--- src/rtl/rv_mc_control.sv ---
// Multi-cycle RV32I (+ optional MUL) control FSM sequencing fetch, decode, execute, memory and write-back.
// Latency: 5 cycles IF..WB for ALU ops; loads/stores/MUL add cycles, stalled handshakes stretch wait states.
// Backpressure: each wait state holds its request stable until valid/ready meet; same-cycle completion has no bubble.
module rv_mc_control #(
    parameter int CNT_W   = 32,
    parameter int M_EXT   = 0,
    parameter int MUL_LAT = 3
) (
    input  logic             clk,
    input  logic             rst,
    output logic             inst_req_valid,
    input  logic             inst_req_ready,
    input  logic             inst_valid,
    output logic             inst_ready,
    input  logic [31:0]      inst,
    output logic [31:0]      ir,
    output logic             mem_read,
    output logic             mem_write,
    input  logic             mem_req_ready,
    input  logic             read_data_valid,
    output logic             read_data_ready,
    output logic [10:0]      alu_op,
    output logic [4:0]       imm_sel,
    output logic             pc_wen,
    output logic             pc_jump,
    output logic             branch,
    output logic             rf_wen,
    output logic             illegal,
    output logic [8:0]       state,
    output logic [CNT_W-1:0] cycle_cnt,
    output logic [CNT_W-1:0] inst_cnt
);

    typedef enum logic [8:0] {
        S_INIT = 9'b000000001,
        S_IF   = 9'b000000010,
        S_IW   = 9'b000000100,
        S_ID   = 9'b000001000,
        S_EX   = 9'b000010000,
        S_ST   = 9'b000100000,
        S_LD   = 9'b001000000,
        S_RDW  = 9'b010000000,
        S_WB   = 9'b100000000
    } state_t;

    localparam logic [10:0] ALU_ADD  = 11'h001;
    localparam logic [10:0] ALU_SUB  = 11'h002;
    localparam logic [10:0] ALU_SLT  = 11'h004;
    localparam logic [10:0] ALU_SLTU = 11'h008;
    localparam logic [10:0] ALU_AND  = 11'h010;
    localparam logic [10:0] ALU_OR   = 11'h020;
    localparam logic [10:0] ALU_XOR  = 11'h040;
    localparam logic [10:0] ALU_SLL  = 11'h080;
    localparam logic [10:0] ALU_SRL  = 11'h100;
    localparam logic [10:0] ALU_SRA  = 11'h200;
    localparam logic [10:0] ALU_MUL  = 11'h400;

    localparam logic [4:0] IMM_U = 5'h01;
    localparam logic [4:0] IMM_J = 5'h02;
    localparam logic [4:0] IMM_I = 5'h04;
    localparam logic [4:0] IMM_B = 5'h08;
    localparam logic [4:0] IMM_S = 5'h10;

    localparam logic [6:0] OP_LUI    = 7'b0110111;
    localparam logic [6:0] OP_AUIPC  = 7'b0010111;
    localparam logic [6:0] OP_JAL    = 7'b1101111;
    localparam logic [6:0] OP_JALR   = 7'b1100111;
    localparam logic [6:0] OP_BRANCH = 7'b1100011;
    localparam logic [6:0] OP_LOAD   = 7'b0000011;
    localparam logic [6:0] OP_STORE  = 7'b0100011;
    localparam logic [6:0] OP_IMM    = 7'b0010011;
    localparam logic [6:0] OP_REG    = 7'b0110011;

    localparam logic [3:0] MUL_LAST = 4'(MUL_LAT - 1);

    state_t      cur_state;
    state_t      next_state;
    logic [3:0]  mul_cnt;

    logic [6:0]  opcode;
    logic [2:0]  funct3;
    logic [6:0]  funct7;
    logic        dec_ok;
    logic [10:0] dec_alu;
    logic [4:0]  dec_imm;
    logic        is_branch;
    logic        is_jump;
    logic        is_load;
    logic        is_store;
    logic        is_mul;
    logic        decode_active;

    assign opcode = ir[6:0];
    assign funct3 = ir[14:12];
    assign funct7 = ir[31:25];

    always_comb begin
        dec_ok    = 1'b0;
        dec_alu   = '0;
        dec_imm   = '0;
        is_branch = 1'b0;
        is_jump   = 1'b0;
        is_load   = 1'b0;
        is_store  = 1'b0;
        is_mul    = 1'b0;
        case (opcode)
            OP_LUI, OP_AUIPC: begin
                dec_ok  = 1'b1;
                dec_alu = ALU_ADD;
                dec_imm = IMM_U;
            end
            OP_JAL: begin
                dec_ok  = 1'b1;
                dec_alu = ALU_ADD;
                dec_imm = IMM_J;
                is_jump = 1'b1;
            end
            OP_JALR: begin
                dec_ok  = (funct3 == 3'b000);
                dec_alu = ALU_ADD;
                dec_imm = IMM_I;
                is_jump = 1'b1;
            end
            OP_BRANCH: begin
                dec_imm   = IMM_B;
                is_branch = 1'b1;
                case (funct3)
                    3'b000, 3'b001: begin dec_ok = 1'b1; dec_alu = ALU_SUB;  end
                    3'b100, 3'b101: begin dec_ok = 1'b1; dec_alu = ALU_SLT;  end
                    3'b110, 3'b111: begin dec_ok = 1'b1; dec_alu = ALU_SLTU; end
                    default: ;
                endcase
            end
            OP_LOAD: begin
                dec_ok  = (funct3 != 3'b011) && (funct3 != 3'b110) && (funct3 != 3'b111);
                dec_alu = ALU_ADD;
                dec_imm = IMM_I;
                is_load = 1'b1;
            end
            OP_STORE: begin
                dec_ok   = (funct3 == 3'b000) || (funct3 == 3'b001) || (funct3 == 3'b010);
                dec_alu  = ALU_ADD;
                dec_imm  = IMM_S;
                is_store = 1'b1;
            end
            OP_IMM: begin
                dec_imm = IMM_I;
                dec_ok  = 1'b1;
                case (funct3)
                    3'b000: dec_alu = ALU_ADD;
                    3'b010: dec_alu = ALU_SLT;
                    3'b011: dec_alu = ALU_SLTU;
                    3'b100: dec_alu = ALU_XOR;
                    3'b110: dec_alu = ALU_OR;
                    3'b111: dec_alu = ALU_AND;
                    3'b001: begin
                        dec_alu = ALU_SLL;
                        dec_ok  = (funct7 == 7'b0000000);
                    end
                    default: begin
                        dec_alu = (funct7[5]) ? ALU_SRA : ALU_SRL;
                        dec_ok  = (funct7 == 7'b0000000) || (funct7 == 7'b0100000);
                    end
                endcase
            end
            OP_REG: begin
                if (funct7 == 7'b0000000) begin
                    dec_ok = 1'b1;
                    case (funct3)
                        3'b000:  dec_alu = ALU_ADD;
                        3'b001:  dec_alu = ALU_SLL;
                        3'b010:  dec_alu = ALU_SLT;
                        3'b011:  dec_alu = ALU_SLTU;
                        3'b100:  dec_alu = ALU_XOR;
                        3'b101:  dec_alu = ALU_SRL;
                        3'b110:  dec_alu = ALU_OR;
                        default: dec_alu = ALU_AND;
                    endcase
                end else if (funct7 == 7'b0100000) begin
                    if (funct3 == 3'b000) begin
                        dec_ok  = 1'b1;
                        dec_alu = ALU_SUB;
                    end else if (funct3 == 3'b101) begin
                        dec_ok  = 1'b1;
                        dec_alu = ALU_SRA;
                    end
                end else if (funct7 == 7'b0000001 && funct3 == 3'b000 && M_EXT != 0) begin
                    dec_ok  = 1'b1;
                    dec_alu = ALU_MUL;
                    is_mul  = 1'b1;
                end
            end
            default: ;
        endcase
        // Undecodable words must not leak partial controls into the datapath.
        if (!dec_ok) begin
            dec_alu   = '0;
            dec_imm   = '0;
            is_branch = 1'b0;
            is_jump   = 1'b0;
            is_load   = 1'b0;
            is_store  = 1'b0;
            is_mul    = 1'b0;
        end
    end

    assign decode_active = (cur_state != S_INIT) && (cur_state != S_IF) && (cur_state != S_IW);
    assign alu_op  = decode_active ? dec_alu : '0;
    assign imm_sel = decode_active ? dec_imm : '0;
    assign state   = cur_state;

    always_comb begin
        next_state      = cur_state;
        inst_req_valid  = 1'b0;
        inst_ready      = 1'b0;
        pc_wen          = 1'b0;
        pc_jump         = 1'b0;
        branch          = 1'b0;
        mem_read        = 1'b0;
        mem_write       = 1'b0;
        read_data_ready = 1'b0;
        rf_wen          = 1'b0;
        illegal         = 1'b0;
        case (cur_state)
            S_INIT: next_state = S_IF;
            S_IF: begin
                inst_req_valid = 1'b1;
                if (inst_req_ready) next_state = S_IW;
            end
            S_IW: begin
                inst_ready = 1'b1;
                if (inst_valid) begin
                    pc_wen     = 1'b1;
                    next_state = S_ID;
                end
            end
            S_ID: begin
                if (!dec_ok) begin
                    illegal    = 1'b1;
                    next_state = S_IF;
                end else begin
                    next_state = S_EX;
                end
            end
            S_EX: begin
                if (is_branch) begin
                    branch     = 1'b1;
                    next_state = S_IF;
                end else if (is_jump) begin
                    pc_jump    = 1'b1;
                    next_state = S_WB;
                end else if (is_store) begin
                    next_state = S_ST;
                end else if (is_load) begin
                    next_state = S_LD;
                end else if (is_mul) begin
                    if (mul_cnt == MUL_LAST) next_state = S_WB;
                end else begin
                    next_state = S_WB;
                end
            end
            S_ST: begin
                mem_write = 1'b1;
                if (mem_req_ready) next_state = S_IF;
            end
            S_LD: begin
                mem_read = 1'b1;
                if (mem_req_ready) next_state = S_RDW;
            end
            S_RDW: begin
                read_data_ready = 1'b1;
                if (read_data_valid) next_state = S_WB;
            end
            S_WB: begin
                rf_wen     = (ir[11:7] != 5'd0);
                next_state = S_IF;
            end
            default: next_state = S_INIT;
        endcase
    end

    always_ff @(posedge clk) begin
        if (rst) begin
            cur_state <= S_INIT;
            ir        <= '0;
            cycle_cnt <= '0;
            inst_cnt  <= '0;
            mul_cnt   <= '0;
        end else begin
            cur_state <= next_state;
            cycle_cnt <= cycle_cnt + CNT_W'(1);
            if (cur_state == S_IW && inst_valid) begin
                ir       <= inst;
                inst_cnt <= inst_cnt + CNT_W'(1);
            end
            // Counts cycles already spent in EX; any other transition clears it.
            mul_cnt <= (cur_state == S_EX && next_state == S_EX) ? mul_cnt + 4'd1 : 4'd0;
        end
    end

endmodule

--- config.mk ---
export PLATFORM = sky130hd
export DESIGN_NAME = rv_mc_control
export DESIGN_NICKNAME = d
export VERILOG_FILES = /design/src/rtl/rv_mc_control.sv
export SDC_FILE = /design/constraint.sdc
export NUM_CORES = 1
export LEC_CHECK = 0
export CAP_MARGIN = 20
export CORE_UTILIZATION = 40
export CTS_CLUSTER_DIAMETER = 50
export DETAILED_ROUTE_END_ITERATION = 10
export DONT_BUFFER_PORTS = 1
export PLACE_DENSITY = 0.55
export SLEW_MARGIN = 20
export SYNTH_ARGS = -nofsm -noshare
export SYNTH_HDL_FRONTEND = slang
export SYNTH_SLANG_ARGS = --single-unit
--- constraint.sdc ---
create_clock -name clk -period 2.5 [get_ports clk]
set_input_delay 0.375 -clock clk [delete_from_list [all_inputs] [get_ports clk]]
set_output_delay 0.375 -clock clk [all_outputs]
set_load 0.01 [all_outputs]
# --- After elaboration in Yosys (flattened, before gate mapping) ---
# Index checks and enable logic that the tools add are counted.
totals:
  ff_bits: 105
  latch_bits: 0
  mem_bits_rw: 0
  mem_bits_ro: 0
  input_bits: 38
  out_inout_bits: 131
  elab_cells: 121
  n_memories: 0
classes:
  n_addsub: 2
  n_mul: 0
  div_mod_pow: 0
  order_cmp: 0
  eq_ne: 37
  shifts: 0
  n_mux: 55
  n_bitwise: 0
  reduce_logical: 23
ops:
  columns: ["op", "n"]
  rows:
  - ["9-bit two-way mux", 9]
  - ["9-bit one-hot mux with 8 select lines", 1]
  - ["10-bit one-hot mux with 7 select lines", 1]
  - ["32-bit by 1-bit adder with 32-bit output, second input constant", 2]
  - ["9-bit one-hot mux with 7 select lines", 1]
  - ["11-bit one-hot mux with 4 select lines", 1]
  - ["10-bit two-way mux", 4]
  - ["11-bit two-way mux", 3]
  - ["7-bit by 6-bit equality test with 1-bit output, second input constant", 4]
  - ["1-bit two-way mux", 28]
  - ["5-bit one-hot mux with 5 select lines", 1]
  - ["7-bit equality test, second input constant", 3]
  - ["6-bit OR reduction", 3]
  - ["5-bit two-way mux", 3]
  - ["7-bit by 5-bit equality test with 1-bit output, second input constant", 2]
  - ["3-bit equality test, second input constant", 4]
  - ["4-bit one-hot mux with 3 select lines", 1]
  - ["2-bit OR reduction", 6]
  - ["2-bit inequality test, second input constant", 5]
  - ["9-bit by 1-bit equality test with 1-bit output, second input constant", 1]
  - ["9-bit by 2-bit equality test with 1-bit output, second input constant", 1]
  - ["9-bit by 3-bit equality test with 1-bit output, second input constant", 1]
  - ["9-bit by 4-bit equality test with 1-bit output, second input constant", 1]
  - ["9-bit by 5-bit equality test with 1-bit output, second input constant", 1]
  - ["21 further kinds", 30]

# --- Depth between registers and ports, before layout ---
logic_depth:
  word_depth: 12
  mapped_depth: 9
  depth_no_buf: 8

# --- Least setup slack after synthesis ---
# No wires, ideal clock.
synth_path:
  path_type: "flip-flop to output port"
  start: "register ir[25]"
  end: "output alu_op[9]"
  arrival_time_ps: 2194
  setup_slack_ps: -69
  path_stages_with_launch: 7
  cell_sequence: "dfxtp_1 -> nor4_4 -> nand4_1 -> o32ai_1 -> nor3_1 -> or2_1 -> a2111oi_0"
synth_between:
  elab_chain_cells: 6
  elab_cells_between_ends: 12
  cone_classes: "1 x eq/ne; 9 x mux; 2 x reduce/logical"
synth_rtl:
  columns: ["item", "line_no", "source"]
  rows:
  - ["from (decl)", "16", "output logic [31:0] ir,"]
  - ["from (signal assigned)", "293", "ir <= inst;"]
  - ["7-bit by 6-bit equality test with 1-bit output / 7-bit zero test (equally long branches)", null, null]
  - ["1-bit logical OR, or another cell as far along", "162", "dec_ok = (funct7 == 7'b0000000) || (funct7 == 7'b0100000);"]
  - ["1-bit one-hot mux with 2 select lines, or another cell as far along", "149", "case (funct3)"]
  - ["1-bit one-hot mux with 7 select lines / 11-bit one-hot mux with 4 select lines (equally long branches)", "106", "case (opcode)"]
  - ["11-bit two-way mux (*)", "196", "if (!dec_ok) begin"]
  - ["11-bit two-way mux (*)", "208", "assign alu_op = decode_active ? dec_alu : '0;"]
  - ["to (decl)", "22", "output logic [10:0] alu_op,"]
# Every way passes the cells marked *; elsewhere a longest branch is shown, timed or not.

# --- Worst setup path in the final report ---
layout_path:
  start: "register ir[25]"
  end: "output alu_op[7]"
# The elaborated chain is that of the path after synthesis.

==> impl_results.md <==
* Num CTS Buffers at 9
* Clock latency on the worst-skew pair at approximately 0.35 ns
* Syn Inst Count at 619
* Clk pin slew, worst setup/hold paths at 0.07 ns
* DP Worst Slack at -0.0927 ns
* Int Power at 2.50 mW
* Tcrit/Tclk final at 111%
* Run status: finished with violations
* Worst setup path class: flop to output pin
* First-pass GRT wire length at 21700 um
* Setup Skew at ~0.0073 ns
* Port bufs at 0
* Nets at slightly above 700
* I/O pin cnt at around 170
* Fin. Hold Viols at 0
* Yosys Warn Count at 0
* Die height at 113 um
* Worst Tran Pin Value at 0.649 ns
* Vias in the first global route at approximately 4300
* Nature of the critical path startpoint: flop
* Comb power frac at under 10%
* Largest net degree at the start of global routing at about 110
* #FFs+latches synth at between 100 and 150
* Synth Cell Area at between 0.004 and 0.005 sq mm
* Violated checks: setup timing
* Core area at between 0.01 and 0.015 sq mm
* Relative slew slack at 56.4%
* CP Max Fanout at 8
* Proportion of layout cells with a drive suffix above 1 at ~18%
* Critical path arrival at 2.41 ns
* Switching Fraction at between 20% and 30%
* Root Buffer: clkbuf_16
* Worst hold path cell count at 1
* Count leader, synth: nand2_1
* Ys flop type: dfxtp_1
* Die width at between 100 and 150 um
* Util after Layout at 49.5%
* Cell taking the most area after synthesis: dfxtp_1
* Post-route DRC violation count at 0
* Via count at 4468
* Min Tclk post-route at around 2.8 ns
* Fmax at roughly 0.36 GHz
* RR Startpoint: cycle_cnt[0]$_SDFF_PP0_
* Final setup viols at 11
* Max H-tree Level at 3
* Die area at roughly 0.013 sq mm
* GRT Total Usage at a little over a fifth
* Top post-synthesis cells by count: nand2_1, dfxtp_1, nor2_1
* HP Class: primary input to flop
* Congestion Overflow GR at 0
* Initial DRC count at 229
* Routed Antenna Nets at 0
* Synth unique cells at 50
* Seq/Total Area, Yosys at 42.6%
* Routed len/inst at 16.4 um
* Post-route setup slack at -0.280 ns
* Yosys top cell area share at 42.6%
* Area post-placement at between 0.005 and 0.006 sq mm
* Max Cap Viol at 0
* CTS tree: yes
* Post-Syn Area per Cell at approximately 8 sq um
* Vias per inst at approximately 5.5
* Worst EP required at between 2 and 2.5 ns
* Worst reg-to-reg path cell count at 7
* Crit end category: output pin
* Seq pwr share at between 50% and 60%
* DP Wirelength at between 9000 and 10000 um
* Gp weighted congestion at about 0.90
* Total clock sinks at between 100 and 150
* Initial Util at about 41%
* Hold path startpoint: rst
* Post-synth EDFFs at 0
* Clk buf depth at 2
* Syn_nets at approximately 660
* Peak supply drop at roughly 0.27 mV
* Area Growth Syn to Fin at 20.6%
* Pleak at 2.12 nW
* Top cells by area, synth: dfxtp_1, nand2_1, xor2_1, nor2_1, a21oi_1
* Pwr Density at between 500 and 600 mW/mm^2
* Sw Pwr at about 0.85 mW
* Fin area at 0.00595 sq mm
* Total negative slack at -2.09 ns
* Reg2Reg Capture Point: cycle_cnt[26]$_SDFF_PP0_
* RSZ-0062 raised after global routing: yes
* Antenna violations before repair at 0
* Flop-to-flop setup slack at 0.34 ns
* Drt pass-1 iters at 4
* Asr flop ratio synth at 0%
* DRT Wirelength at 13400 um
* Pins Over Slew Limit at 0
* Clock power frac at between 30% and 40%
* Diodes inserted at 0
* Row cnt at 40
* Hold endpoint: ir[26]$_SDFFE_PP0P_
==> layout by cell type (no fill, tap or decap), types with 4 or more instances in the layout <==
| cell type | count |
|---|---|
| o21ai_0 | 14 |
| xor2_1 | 43 |
| nor3_1 | 10 |
| nand2_1 | 109 |
| xnor2_1 | 16 |
| clkbuf_16 | 9 |
| or4_1 | 4 |
| nor2_1 | 81 |
| nor3_2 | 4 |
| or3_1 | 11 |
| nand4_1 | 22 |
| inv_1 | 11 |
| nor4_4 | 5 |
| nand3_1 | 27 |
| a31oi_1 | 4 |
| and3_1 | 7 |
| nor4b_1 | 5 |
| buf_4 | 65 |
| and4_1 | 6 |
| nor2b_1 | 6 |
| a21oi_1 | 44 |
| dfxtp_1 | 98 |
| dfxtp_2 | 7 |
| nand2b_1 | 5 |
==> registers in the layout (all words and copies together) (netlist names) <==
name and flops:
cycle_cnt 32, inst_cnt 32, ir 32, state 9
==> through the flow <==
stage / total power [mW] / instances / hold WS [ns]
finish: 3.35 / 817 / 0.0891
CTS: 3.37 / 813 / 0.0722
detailed placement: 2.06 / 796 / 0.455
global placement: 2.05 / 796 / 0.453
floorplan: 1.99 / 619 / 0.477
global route: 3.49 / 817 / 0.0672
==> worst max-delay path by stage <==
stage                         from        end  slack [ns]  cells past startpoint
6_report       ir[25]$_SDFFE_PP0P_  alu_op[7]       -0.28                      8
5_1_grt        ir[25]$_SDFFE_PP0P_  alu_op[3]       -0.36                      8
4_1_cts        ir[28]$_SDFFE_PP0P_  alu_op[7]       -0.21                      8
3_5_place_dp   ir[25]$_SDFFE_PP0P_  alu_op[8]       -0.09                      8
3_3_place_gp   ir[25]$_SDFFE_PP0P_  alu_op[9]       -0.01                      7
2_1_floorplan  ir[25]$_SDFFE_PP0P_  alu_op[8]      -0.001                      7
==> power groups by stage <==
stage | Clock (mW) | Combinational [mW] | Sequential (mW)
2_1_floorplan | 0 | 0.218 | 1.77
3_3_place_gp | 0 | 0.271 | 1.78
3_5_place_dp | 0 | 0.275 | 1.79
4_1_cts | 1.34 | 0.281 | 1.75
5_1_grt | 1.41 | 0.328 | 1.76
6_report | 1.30 | 0.296 | 1.75
==> critical path, cell delays in order (launching register included) <==
cell and delay, ns:
dfxtp_2 0.34, nor4_4 0.34, nand4_1 0.20, o32ai_2 0.34
nor3_2 0.08, or2_4 0.27, buf_8 0.15, nor4_4 0.16
buf_4 0.18
==> area by class of cell <==
type | count | area [sq um]
well taps | 147 | 184
repair buffers | 67 | 523
clock buffers | 11 | 233
fillers | 1153 | 6060
flip-flops and latches | 105 | 2110
clock inverters | 5 | 31.3
multi-input cells | 470 | 2820
inverters | 12 | 45.0
==> logic make-up (layout without fill, tap and decap cells) <==
kind of cell / count (synthesis) / count (layout) / synth area share (%)
flip-flops: 105 / 105 / 42.6
other: 1 / 1 / 0.0760
multiplexers: 1 / 1 / 0.203
XOR/XNOR: 59 / 59 / 10.5
AND/OR/NAND/NOR: 335 / 335 / 34.5
adder cells (fa/ha/maj): 2 / 2 / 0.507
AO/OA/AOI/OAI: 72 / 72 / 7.99
buffers and inverters: 44 / 95 / 3.60
==> layer usage <==
metal | wire length, um | global-route usage, % | vias to the layer above
li1 | - | - | 2200
met1 | 5770 | 25.8 | 2100
met2 | 6340 | 34.6 | 141
met3 | 925 | 5.95 | 27
met4 | 361 | 9.91 | 0
met5 | 0 | 0 | -
==> timing repair <==
item | 4_1_cts | 5_1_grt
setup buffers | 1 | 4
hold buffers | 0 | 0
endpoints found under the setup margin | 14 | 17
gates resized for setup | 21 | 17
pin swaps | 11 | 8
No activity file was read; power rests on OpenSTA's default activity.
